===== src/rtl/arbitro_memoria_if.sv =====
// Bus between the CPU request ports, the memory arbiter and the shared memory.
// slave = arbiter view, master = CPU/memory side (testbench).
interface arbitro_memoria_if;
    logic        if_req;
    logic [31:0] if_addr;
    logic        if_done;
    logic [31:0] if_data;
    logic        if_erro;
    logic        dm_req;
    logic        dm_we;
    logic [31:0] dm_addr;
    logic [31:0] dm_wdata;
    logic        dm_done;
    logic [31:0] dm_rdata;
    logic        dm_erro;
    logic [31:0] endereco;
    logic [31:0] indata;
    logic        lerMem;
    logic        escMem;
    logic [31:0] output_mem;

    modport slave (
        input  if_req, if_addr, dm_req, dm_we, dm_addr, dm_wdata, output_mem,
        output if_done, if_data, if_erro, dm_done, dm_rdata, dm_erro,
        output endereco, indata, lerMem, escMem
    );

    modport master (
        output if_req, if_addr, dm_req, dm_we, dm_addr, dm_wdata, output_mem,
        input  if_done, if_data, if_erro, dm_done, dm_rdata, dm_erro,
        input  endereco, indata, lerMem, escMem
    );
endinterface


===== src/rtl/arbitro_memoria.sv =====
// Fetch/load-store arbiter in front of the shared MIPS memory: one access at a
// time, three cycles each (grant, strobe, capture), with address fault checks.
module arbitro_memoria #(
    parameter int PALAVRAS  = 512,
    parameter int MAX_DADOS = 4
) (
    input logic              clock,
    input logic              reset,
    arbitro_memoria_if.slave bus
);
    localparam int          AW     = $clog2(PALAVRAS);
    localparam int          CW     = $clog2(MAX_DADOS + 1);
    localparam logic [31:0] LIMITE = 32'(4 * PALAVRAS);

    typedef enum logic [1:0] {OCIOSO, ACESSO, CAPTURA} estado_t;

    estado_t         estado_q, estado_d;
    logic            porta_q, porta_d;   // 1 = data port, 0 = fetch
    logic            we_q, we_d;
    logic            falha_q, falha_d;
    logic [CW-1:0]   cnt_q, cnt_d;
    logic [31:0]     endereco_q, endereco_d, indata_q, indata_d;
    logic            ler_q, ler_d, esc_q, esc_d;
    logic            if_done_q, if_done_d, if_erro_q, if_erro_d;
    logic            dm_done_q, dm_done_d, dm_erro_q, dm_erro_d;
    logic [31:0]     if_data_q, if_data_d, dm_rdata_q, dm_rdata_d;

    logic            grant_dm, grant_if, we_sel, falha_sel;
    logic [31:0]     addr_sel;

    // Data wins unless a waiting fetch has already seen MAX_DADOS data grants.
    assign grant_dm  = bus.dm_req && !(bus.if_req && cnt_q == CW'(MAX_DADOS));
    assign grant_if  = bus.if_req && !grant_dm;
    assign addr_sel  = grant_dm ? bus.dm_addr : bus.if_addr;
    assign we_sel    = grant_dm && bus.dm_we;
    assign falha_sel = (addr_sel[1:0] != 2'b00) || (addr_sel >= LIMITE);

    always_comb begin
        estado_d   = estado_q;
        porta_d    = porta_q;
        we_d       = we_q;
        falha_d    = falha_q;
        cnt_d      = cnt_q;
        endereco_d = endereco_q;
        indata_d   = indata_q;
        ler_d      = 1'b0;
        esc_d      = 1'b0;
        if_done_d  = 1'b0;
        if_erro_d  = 1'b0;
        if_data_d  = 32'h0;
        dm_done_d  = 1'b0;
        dm_erro_d  = 1'b0;
        dm_rdata_d = 32'h0;
        case (estado_q)
            OCIOSO: begin
                if (grant_dm || grant_if) begin
                    estado_d   = ACESSO;
                    porta_d    = grant_dm;
                    we_d       = we_sel;
                    falha_d    = falha_sel;
                    endereco_d = 32'(addr_sel[AW+1:2]);
                    indata_d   = grant_dm ? bus.dm_wdata : 32'h0;
                    ler_d      = !falha_sel && !we_sel;
                    esc_d      = !falha_sel && we_sel;
                    if (grant_dm && bus.if_req)
                        cnt_d = (cnt_q == CW'(MAX_DADOS)) ? cnt_q : cnt_q + CW'(1);
                    else
                        cnt_d = '0;
                end
            end
            ACESSO: begin
                estado_d = CAPTURA;
                if (porta_q) begin
                    dm_done_d  = 1'b1;
                    dm_erro_d  = falha_q;
                    dm_rdata_d = (!we_q && !falha_q) ? bus.output_mem : 32'h0;
                end else begin
                    if_done_d  = 1'b1;
                    if_erro_d  = falha_q;
                    if_data_d  = falha_q ? 32'h0 : bus.output_mem;
                end
            end
            CAPTURA: estado_d = OCIOSO;
            default: estado_d = OCIOSO;
        endcase
    end

    always_ff @(posedge clock) begin
        if (reset) begin
            estado_q   <= OCIOSO;
            porta_q    <= 1'b0;
            we_q       <= 1'b0;
            falha_q    <= 1'b0;
            cnt_q      <= '0;
            endereco_q <= 32'h0;
            indata_q   <= 32'h0;
            ler_q      <= 1'b0;
            esc_q      <= 1'b0;
            if_done_q  <= 1'b0;
            if_erro_q  <= 1'b0;
            if_data_q  <= 32'h0;
            dm_done_q  <= 1'b0;
            dm_erro_q  <= 1'b0;
            dm_rdata_q <= 32'h0;
        end else begin
            estado_q   <= estado_d;
            porta_q    <= porta_d;
            we_q       <= we_d;
            falha_q    <= falha_d;
            cnt_q      <= cnt_d;
            endereco_q <= endereco_d;
            indata_q   <= indata_d;
            ler_q      <= ler_d;
            esc_q      <= esc_d;
            if_done_q  <= if_done_d;
            if_erro_q  <= if_erro_d;
            if_data_q  <= if_data_d;
            dm_done_q  <= dm_done_d;
            dm_erro_q  <= dm_erro_d;
            dm_rdata_q <= dm_rdata_d;
        end
    end

    assign bus.endereco = endereco_q;
    assign bus.indata   = indata_q;
    assign bus.lerMem   = ler_q;
    assign bus.escMem   = esc_q;
    assign bus.if_done  = if_done_q;
    assign bus.if_erro  = if_erro_q;
    assign bus.if_data  = if_data_q;
    assign bus.dm_done  = dm_done_q;
    assign bus.dm_erro  = dm_erro_q;
    assign bus.dm_rdata = dm_rdata_q;
endmodule


===== src/flat_wrapper.sv =====
// flat-port wrapper written by rule: the top's interface ports become plain ports
module arbitro_memoria_flat 
#(
    parameter int PALAVRAS  = 512,
    parameter int MAX_DADOS = 4
)
  (clock, reset, bus_if_req, bus_if_addr, bus_dm_req, bus_dm_we, bus_dm_addr, bus_dm_wdata, bus_output_mem, bus_if_done, bus_if_data, bus_if_erro, bus_dm_done, bus_dm_rdata, bus_dm_erro, bus_endereco, bus_indata, bus_lerMem, bus_escMem);
  arbitro_memoria_if bus_i ();
  input logic clock;
  input logic reset;
  input wire logic [$bits(bus_i.if_req)-1:0] bus_if_req;
  input wire logic [$bits(bus_i.if_addr)-1:0] bus_if_addr;
  input wire logic [$bits(bus_i.dm_req)-1:0] bus_dm_req;
  input wire logic [$bits(bus_i.dm_we)-1:0] bus_dm_we;
  input wire logic [$bits(bus_i.dm_addr)-1:0] bus_dm_addr;
  input wire logic [$bits(bus_i.dm_wdata)-1:0] bus_dm_wdata;
  input wire logic [$bits(bus_i.output_mem)-1:0] bus_output_mem;
  output wire logic [$bits(bus_i.if_done)-1:0] bus_if_done;
  output wire logic [$bits(bus_i.if_data)-1:0] bus_if_data;
  output wire logic [$bits(bus_i.if_erro)-1:0] bus_if_erro;
  output wire logic [$bits(bus_i.dm_done)-1:0] bus_dm_done;
  output wire logic [$bits(bus_i.dm_rdata)-1:0] bus_dm_rdata;
  output wire logic [$bits(bus_i.dm_erro)-1:0] bus_dm_erro;
  output wire logic [$bits(bus_i.endereco)-1:0] bus_endereco;
  output wire logic [$bits(bus_i.indata)-1:0] bus_indata;
  output wire logic [$bits(bus_i.lerMem)-1:0] bus_lerMem;
  output wire logic [$bits(bus_i.escMem)-1:0] bus_escMem;
  assign bus_i.if_req = bus_if_req;
  assign bus_i.if_addr = bus_if_addr;
  assign bus_i.dm_req = bus_dm_req;
  assign bus_i.dm_we = bus_dm_we;
  assign bus_i.dm_addr = bus_dm_addr;
  assign bus_i.dm_wdata = bus_dm_wdata;
  assign bus_i.output_mem = bus_output_mem;
  assign bus_if_done = bus_i.if_done;
  assign bus_if_data = bus_i.if_data;
  assign bus_if_erro = bus_i.if_erro;
  assign bus_dm_done = bus_i.dm_done;
  assign bus_dm_rdata = bus_i.dm_rdata;
  assign bus_dm_erro = bus_i.dm_erro;
  assign bus_endereco = bus_i.endereco;
  assign bus_indata = bus_i.indata;
  assign bus_lerMem = bus_i.lerMem;
  assign bus_escMem = bus_i.escMem;
  arbitro_memoria #(.PALAVRAS(PALAVRAS), .MAX_DADOS(MAX_DADOS)) u_core (.clock(clock), .reset(reset), .bus(bus_i));
endmodule

===== config.mk =====
export PLATFORM = sky130hd
export DESIGN_NAME = arbitro_memoria_flat
export DESIGN_NICKNAME = d
export VERILOG_FILES = /design/src/rtl/arbitro_memoria_if.sv /design/src/rtl/arbitro_memoria.sv /design/src/flat_wrapper.sv
export SDC_FILE = /design/constraint.sdc
export NUM_CORES = 1
export LEC_CHECK = 0
export ABC_CLOCK_PERIOD_IN_PS = 1650
export CORE_UTILIZATION = 32
export DETAILED_ROUTE_END_ITERATION = 6
export PLACE_DENSITY = 0.84
export SETUP_SLACK_MARGIN = 0.02
export SLEW_MARGIN = 25
export SYNTH_ARGS = -nofsm -noshare
export SYNTH_HDL_FRONTEND = slang
export SYNTH_SLANG_ARGS = --single-unit

===== constraint.sdc =====
create_clock -name clock -period 1.65 [get_ports clock]
set_clock_uncertainty 0.05 [all_clocks]
set_input_delay 0.2475 -clock clock [delete_from_list [all_inputs] [get_ports clock]]
set_output_delay 0.2475 -clock clock [all_outputs]
set_load 0.005 [all_outputs]

After elaboration in Yosys (flattened, before gate mapping)
Cells that the tools add are included.
Storage, ports and cells
  register bits: 119
  input port bits: 133
  word-level logic and storage cells: 60
Cells by class
  equality and inequality tests: 4
  reduce and logical (&&, ||, !) cells: 26
  order comparisons: 1
  add/sub/neg operators: 1
  bitwise operators: 5
  multiplexer cells: 8
Operators with widths (count)
  32-bit two-way mux: 2
  32-bit by 12-bit greater-or-equal comparator with 1-bit output, second input constant: 1
  3-bit OR reduction: 3
  1-bit logical AND: 8
  4-bit OR reduction: 2
  1-bit logical NOT: 6
  3-bit two-way mux: 2
  1-bit NOT: 5
  2-bit one-hot mux with 2 select lines: 1
  3-bit by 1-bit adder with 3-bit output, second input constant: 1
  3-bit equality test, second input constant: 1
  3-bit AND reduction: 1
  2-bit by 1-bit equality test with 1-bit output, second input constant: 1
  2-bit logical NOT: 1
  1-bit logical OR: 2
  1-bit two-way mux: 2
  2-bit two-way mux: 1
  2-bit by 1-bit != test with 1-bit output, second input constant: 1
  2-bit != test, second input constant: 1
  2-bit AND reduction: 1
  2-bit nonzero test: 1
  2-bit OR reduction: 1

Depth between registers and ports, before layout
Gate-level depths: netlist of run 1.
  word-level depth: 9
  mapped depth: 8
  depth with buffers taken out: 6

Worst setup path after synthesis of run 1
No wires, ideal clock.
  kind: register -> register
  start point: reg u_core.cnt_q[0]
  end point: reg u_core.indata_q[13], in the netlist u_core.bus.indata[13]
  data arrival time: 1.409 ns
  data required time: 1.530 ns
  path slack: 0.120 ns
  period minus slack after synthesis: 1.530 ns
  setup time: 0.070 ns
  cell stages (with the launch flop): 9
  buffers on the path: 2
  path through: dfxtp_1 > inv_1 > ha_1 > nand3_1 > and2_1 > buf_2 > buf_2 > nand3_1 > a21oi_1
Between the ends
  cells in the longest elaborated chain, start to end: 8
  elaborated cells between the ends (all ways): 9
  classes of those cells: eq/ne (1); mux (1); reduce/logical (7)
RTL lines
  start: declaration: line arbitro_memoria.sv:21  | logic [CW-1:0] cnt_q, cnt_d;
  start signal: assignment: line arbitro_memoria.sv:110  | cnt_q <= cnt_d;
  3-bit equality test *: line arbitro_memoria.sv:32  | assign grant_dm = bus.dm_req && !(bus.if_req && cnt_q == CW'(MAX_DADOS));
  1-bit logical AND *: line arbitro_memoria.sv:32
  1-bit logical NOT *: line arbitro_memoria.sv:32
  1-bit logical AND *: line arbitro_memoria.sv:32
  1-bit logical NOT: line arbitro_memoria.sv:33  | assign grant_if = bus.if_req && !grant_dm;
  1-bit logical AND: line arbitro_memoria.sv:33
  1-bit logical OR: line arbitro_memoria.sv:56  | if (grant_dm || grant_if) begin
  2-bit AND reduction (no line)
  end signal: assignment: line arbitro_memoria.sv:112  | indata_q <= indata_d;
  end: declaration: line arbitro_memoria.sv:22  | logic [31:0] endereco_q, endereco_d, indata_q, indata_d;
Every way passes the cells marked *; elsewhere a longest branch is shown, timed or not.
A chain may end at the register's enable or synchronous reset.

Worst setup path after layout of run 1
  start point: reg u_core.if_data_q[20], in the netlist u_core.bus.if_data[20]
  end point: out bus_if_data[20]
RTL lines
  start: declaration: line arbitro_memoria.sv:26  | logic [31:0] if_data_q, if_data_d, dm_rdata_q, dm_rdata_d;
  start signal: assignment: line arbitro_memoria.sv:117  | if_data_q <= if_data_d;
  end: declaration: line flat_wrapper.sv:19  | output wire logic [$bits(bus_i.if_data)-1:0] bus_if_data;
No word-level cell between the ends.

==> run metrics, run 1 <==
met2 routed WL 6.10 mm; Starting Density 33.3%; R2R cell count 7; Rel. slew slack 63.1%; sequential element share of the synthesized area 58.8%; cell with the most instances after synthesis dfxtp_1; worst-skew pair later-pin latency 0.40 ns; P_leak 2.81 nW; drt initial violations 186; critical path class flip-flop to output port; max-capacitance violation count 0; root buf cell clkbuf_16; chip width about 110 µm; CP endpoint kind output port; Req. time, crit path 1.35 ns; pwr dens around 1100 nW/µm²; nets 805; crit path to bus_if_data[20]; Unique masters post-synth 34; Synth Flop Type dfxtp_1; Post-synth top cells dfxtp_1 (119), and2_1 (67), nand2_1 (57), a21oi_1 (35), nand3_1 (33); fmax 635 MHz; Worst Max-Slew Pin Slew 0.554 ns; Largest delay share family, worst path buffers and inverters; final setup fails 0; crit path cell chain clkdlybuf4s50_1; via/cell ratio 4.49; DRC viols 0; All-Layer GR Usage approximately a fifth; EDFF count, synth 0; post-layout minimum cycle time 1.58 ns; Row Count 40; reg2reg start u_core.cnt_q[0]; die area 13100 µm²; yosys warns 0; Routed Antenna Nets 0; I/O pins 267; first-pass GRT wire length 19.0 mm; largest net degree at the start of global routing 51; VDD IR max around 0.78 mV; clock slew at reported path FFs 0.06 ns; RSZ-0062 raised after global routing yes; Worst Setup Start Kind flip-flop; die height 115 µm; status finished clean; grt ovf 0; Sink Count 119; R2R Setup Slk 0.08 ns; first drt pass iteration count 4; n_diodes 0; Mapped Avg Cell Area 9.63 µm²; M1 wire length 4.95 mm; initial antenna violation count 0; top cells by area, synth dfxtp_1 (59%), and2_1 (10%), nand2_1 (5.3%); I/O Buffers 243; Num CTS Buffers 17; layout cells sized above 1 8.20%; placeable core area 12200 µm²; met3 WL post-DR 1.04 mm; post-CTS setup buffers 0; Seq cells post-synth 119; R2R Path End u_core.bus.lerMem; cell count after synthesis 421; synthesized area 4050 µm²; routed vias between 3000 and 4000; Max stage delay on crit path 0.55 ns; Buf/Inv on CP 1; cell taking the most area after synthesis dfxtp_1; fin. max-slew vios 0; final count of hold timing violations 0; Hold Slack between 0.15 and 0.2 ns; fraction of synthesized cell area taken by the top area cell type 58.8%; Async SR Flop Fraction 0%; H-Tree Depth 4; Layout area overhead 81.6%; worst setup path start u_core.bus.if_data[20]; highest routed layer met4; dpl hpwl roughly 8.7 mm; critical path depth in cells 1; overall power approximately 7.7 mW; GP Congestion 0.773; Final period util 95.5%; Slowest-stage cell, CP clkdlybuf4s50_1; Worst EP arrival 1.28 ns; TritonCTS clock tree built; vias in the first global route 3916; hold crit path type primary input to flip-flop; WL per Instance 14.4 µm; Crit Path Max Fanout 1; Clock Path Buffers 2; final wirelength approximately 12 mm
## stage by stage
stage | util, % | area, µm² | std cells | setup slack [ns] | setup TNS [ns]
finish | 60.5 | 7360 | 851 | 0.0741 | 0
global route | 60.5 | 7360 | 851 | 0.0127 | 0
CTS | 60.2 | 7320 | 850 | 0.0410 | 0
detailed placement | 54.8 | 6660 | 816 | -0.252 | -4.58
global placement | 54.8 | 6660 | 816 | -0.241 | -2.13
floorplan | - | 4140 | 443 | 0.120 | 0
## registers in the layout, summed over array words and instances, names as in the netlist
name	flops
u_core.estado_q	2
u_core.bus.dm_rdata	32
u_core.bus.lerMem	1
u_core.bus.if_erro	1
u_core.cnt_q	3
u_core.bus.endereco	9
u_core.bus.if_done	1
u_core.porta_q	1
u_core.falha_q	1
u_core.bus.indata	32
u_core.we_q	1
u_core.bus.dm_erro	1
u_core.bus.if_data	32
u_core.bus.escMem	1
u_core.bus.dm_done	1
## kinds of logic (layout without fill, tap and decap cells)
kind of cell | count (synthesis) | count (layout) | synth area share (%)
AND/OR/NAND/NOR | 197 | 197 | 25.7
other | 1 | 23 | 0.0925
AO/OA/AOI/OAI | 51 | 51 | 7.63
adder cells (fa/ha/maj) | 2 | 2 | 0.617
flip-flops | 119 | 119 | 58.8
buffers and inverters | 51 | 291 | 7.19
## layout by cell type (no fill, tap or decap), drive strengths merged, types with 2 or more instances in the layout
cell           Yosys  layout
bufinv             0       3
inv                2       6
clkinvlp           0       3
clkinv             0       3
buf               35      13
nor4               8       8
ha                 2       2
nor2              12      12
nand3             33      33
nor3               2       2
nand2             57      57
conb               1      23
clkdlybuf4s50      0     241
or4                2       2
nand4              6       6
clkbuf            14      20
a21oi             35      35
and2              67      67
and3               2       2
dfxtp            119     119
a311oi             9       9
and2b              2       2
nor3b              2       2
## report_power, final
group | switching, mW | leakage [nW] | total (mW) | internal, mW
clock | 1.34 | 0.291 | 3.77 | 2.44
sequential | 0.0515 | 0.967 | 3.04 | 2.98
combinational | 0.356 | 1.56 | 0.936 | 0.580
total | 1.75 | 2.81 | 7.74 | 6.00
## final cells by class
| cell class | count | area [µm²] |
|---|---|---|
| clock buffers | 19 | 443 |
| multi-input cells | 273 | 1500 |
| well taps | 168 | 210 |
| flip-flops and latches | 119 | 2380 |
| repair buffers | 257 | 2650 |
| fillers | 958 | 4800 |
| clock inverters | 13 | 170 |
| inverters | 2 | 7.51 |
## layer usage
metal  global-route usage [%]  vias up
li1                         -     1860
met1                     20.3     1753
met2                     33.9      195
met3                     6.35       16
met4                     7.71        0
met5                        0        -
## worst min-delay path by stage
stage                                      from                    end  slack, ns  cells after the start
after floorplan                           reset     u_core.estado_q[1]       0.28                      1
after global routing                      reset     u_core.bus.dm_done       0.17                      3
after global placement    u_core.bus.indata[22]  u_core.bus.indata[22]       0.39                      2
after CTS                                 reset     u_core.bus.dm_done       0.15                      3
final                                     reset     u_core.bus.dm_done       0.16                      3
after detailed placement   u_core.bus.indata[9]   u_core.bus.indata[9]       0.39                      2
## repair_timing
action / in CTS / in global routing
endpoints found under the setup margin: 11 / 23
hold buffers: 1 / 0
gates resized for setup: 3 / 4
gates cloned: 1 / 1
endpoints found under the hold margin: 1 / 0
pin swaps: 0 / 0
Note: power is estimated with default switching activity, not from simulation.
==> run 2, diff against run 1 <==
--- a/config.mk
+++ b/config.mk
@@ -10,6 +10,7 @@
 export DETAILED_ROUTE_END_ITERATION = 6
 export PLACE_DENSITY = 0.84
 export SETUP_SLACK_MARGIN = 0.02
+export SKIP_LAST_GASP = 1
 export SLEW_MARGIN = 25
 export SYNTH_ARGS = -nofsm -noshare
 export SYNTH_HDL_FRONTEND = slang
==> results of run 2 <==
The final DEF is identical to that of run 1; final timing and power are the same.
==> run 3, diff against run 2 <==
--- a/config.mk
+++ b/config.mk
@@ -5,8 +5,10 @@
 export SDC_FILE = /design/constraint.sdc
 export NUM_CORES = 1
 export LEC_CHECK = 0
+export ABC_AREA = 1
 export ABC_CLOCK_PERIOD_IN_PS = 1650
-export CORE_UTILIZATION = 32
+export CORE_UTILIZATION = 33
+export CTS_CLUSTER_SIZE = 24
 export DETAILED_ROUTE_END_ITERATION = 6
 export PLACE_DENSITY = 0.84
 export SETUP_SLACK_MARGIN = 0.02
==> run 3 against run 2 <==
  * Sequential cell count unchanged
  * Clock power hardly changed
  * Fmax grew 0.69%
  * Core utilization is 1.2 points lower
  * Setup slack improved by 0.011 ns
  * Global-route usage down 0.76 points
  * Register-to-register slack better by 0.06 ns
  * Synthesized cell count rose by 17%
  * Count of clock-buffer cells in the layout rose by 2
  * Non-clock buffer count grew 4
==> run metrics, run 3 <==
P_leak 3.26 nW (+16%); critical path depth in cells 1 (unchanged); fmax 639 MHz (+0.69%); die area 13600 µm² (+3.5%); clock network fraction of total power 48.4% (-0.3 points); Buf/Inv on CP 1 (unchanged); DRC viols 0 (unchanged); H-Tree Depth 4 (unchanged); sequential fraction of design power 39.0% (-0.2 points); top cells by area, synth dfxtp_1 (55%), nor2_1 (6.8%), inv_1 (6.3%); yosys warns 0 (unchanged); critical path class flip-flop to output port; fin. max-slew vios 0 (unchanged); Slowest-stage cell, CP clkdlybuf4s50_1; initial antenna violation count 0 (unchanged); layout cells sized above 1 14.3% (+6.1 points); final std cells w/o fill 935 (+9.9%); routed vias 3929 (+2.7%); R2R cell count 9 (+2); pwr dens 1030 nW/µm² (-1.8%); Clock Path Buffers 2 (unchanged); worst-skew pair later-pin latency 0.39 ns (about the same); FILL cells 1099 (+15%); vias in the first global route 3758 (-4.0%); Routed Antenna Nets 0 (unchanged); Req. time, crit path 1.35 ns (about the same); dpl hpwl 9.13 mm (+4.5%); Synth Area in Adders 0.578% (-0.039 points); Row Count 41 (+2.5%); cell taking the most area after synthesis dfxtp_1; net switching power 1.73 mW (-1.2%); n_diodes 0 (unchanged); All-Layer GR Usage 18.1% (-0.76 points); mux contribution to synthesized area 0% (unchanged); Sw Share 22.2% (-0.39 points); Starting Density 34.0% (+0.69 points); Worst EP arrival 1.27 ns (about the same); largest net degree at the start of global routing 34 (-33%); Worst Setup Start Kind flip-flop; Compound-Gate Fraction of Synth Area 8.59% (+0.96 points); Final Util 59.3% (-1.2 points); final wirelength 12.4 mm (+1.3%); max-capacitance violation count 0 (unchanged); clock slew at reported path FFs 0.05 ns (about the same); nets 885 (+9.9%); I/O Buffers 243 (unchanged); worst hold stages 3 (unchanged); I/O pins 267 (unchanged); via/cell ratio 4.20 (-6.5%); cell count after synthesis 491 (+17%); post-layout minimum cycle time 1.57 ns (-0.0108 ns); Power Internal 6.06 mW (+1.1%); chip width 117 µm (+1.7%); Num CTS Buffers 17 (unchanged); final setup fails 0 (unchanged); commonest non-fill, non-tap cell in the layout clkdlybuf4s50_1; cell with the most instances after synthesis dfxtp_1; final count of hold timing violations 0 (unchanged); largest family of logic cells by synthesized area simple AND/OR/NAND/NOR gates; first drt pass iteration count 4 (unchanged); RSZ-0062 raised after global routing yes; fraction of synthesized cell area taken by the top area cell type 55.1% (-3.7 points); first-pass GRT wire length 18.6 mm (-2.2%); status finished clean; Comb pwr share 12.6% (+0.5 points); GP Congestion 0.767 (-0.80%); Mapped Avg Cell Area 8.81 µm² (-8.5%); Sink Count 119 (unchanged); grt ovf 0 (unchanged); Seq cells post-synth 119 (unchanged); most frequent cells in the layout clkdlybuf4s50_1 (241), dfxtp_1 (118), nor2_1 (78), inv_1 (73), nand2_1 (53); Final period util 94.9% (-0.66 points); overall power 7.79 mW (+0.57%); synthesized area 4330 µm² (+6.8%); Synth Area in XOR/XNOR 0.202% (+0.20 points); Max stage delay on crit path 0.54 ns (about the same); Crit Path Max Fanout 2 (+1); TritonCTS clock tree built; Post-Synth Simple-Gate Area 21.0% (-4.7 points); EDFF count, synth 0 (unchanged); Largest delay share family, worst path buffers and inverters; Post-synth top cells dfxtp_1 (119), nor2_1 (78), inv_1 (73), nand2_1 (53), nor2_2 (43); Unique masters post-synth 27 (-21%); WL per Instance 13.3 µm (-7.8%); Async SR Flop Fraction 0% (unchanged); drt initial violations 184 (-1.1%); placeable core area 12700 µm² (+4.6%); post-placement cell count 899 (+10%); hold crit path type primary input to flip-flop; setup tns final 0 ns (unchanged); CP endpoint kind output port; die height 117 µm (+1.7%); hold-fix buffers at CTS 0 (-1); crit path cell chain clkdlybuf4s50_1; Synth Flop Type dfxtp_1; Layout area overhead 74.3%; root buf cell clkbuf_16; VDD IR max 0.598 mV (-23%); sequential element share of the synthesized area 55.1% (-3.7 points)
## run 3: cell families after synthesis
| family | after synthesis |
|---|---|
| and+or+nand+nor | 191 |
| xor gates and xnor gates | 1 |
| AOI/OAI and AO/OA | 56 |
| buffers and inverters | 121 |
| adders and majority gates | 2 |
| other | 1 |
| DFF | 119 |
## run 3: path summary, 6_finish.rpt
kind,start,end,slack (ns)
max,u_core.bus.indata[15],bus_indata[15],0.08
min,bus_output_mem[23],u_core.bus.if_data[23],0.35
max reg2reg,u_core.cnt_q[0],u_core.cnt_q[1],0.14
min reg2reg,u_core.estado_q[0],u_core.estado_q[1],0.42
## run 3: cell type report
type	instances	area, µm²	area share, %
tap	172	215	2.85
inverter	77	292	3.87
multi-input combinational	274	1410	18.7
sequential	119	2380	31.6
clock inverter	11	146	1.94
timing repair buffer	261	2620	34.8
clock buffer	21	470	6.24
## run 3: routing by layer
metal	share of wire (%)	global-route usage, %	vias to the layer above	wire, µm
li1	-	-	1970	-
met1	38	19.0	1757	4770
met2	51	32.2	190	6270
met3	9.6	7.11	12	1190
met4	1.5	7.52	0	185
met5	0	0	-	0
## run 3: repair_timing
item | in CTS | in global routing
setup buffers | 0 | 3
setup endpoints to repair | 30 | 36
pin swaps | 1 | 2
resized for setup | 0 | 3
gates cloned | 0 | 1
## run 3: through the flow
stage               setup WS, ns  hold slack (ns)  instance area (µm²)
finish                    0.0849            0.353                 7540
global placement          -0.147            0.408                 6860
global route             -0.0470            0.348                 7540
detailed placement        -0.234            0.405                 6860
floorplan                  0.250            0.344                 4410
CTS                      -0.0183            0.330                 7480
## run 3: power by group through the flow
stage	Combinational (mW)	Clock, mW	Sequential [mW]
after floorplan	0.395	0	3.10
after detailed placement	0.948	0	3.10
after global placement	0.934	0	3.10
final	0.982	3.77	3.04
after global routing	1.07	4.00	3.05
after CTS	0.955	3.85	3.04
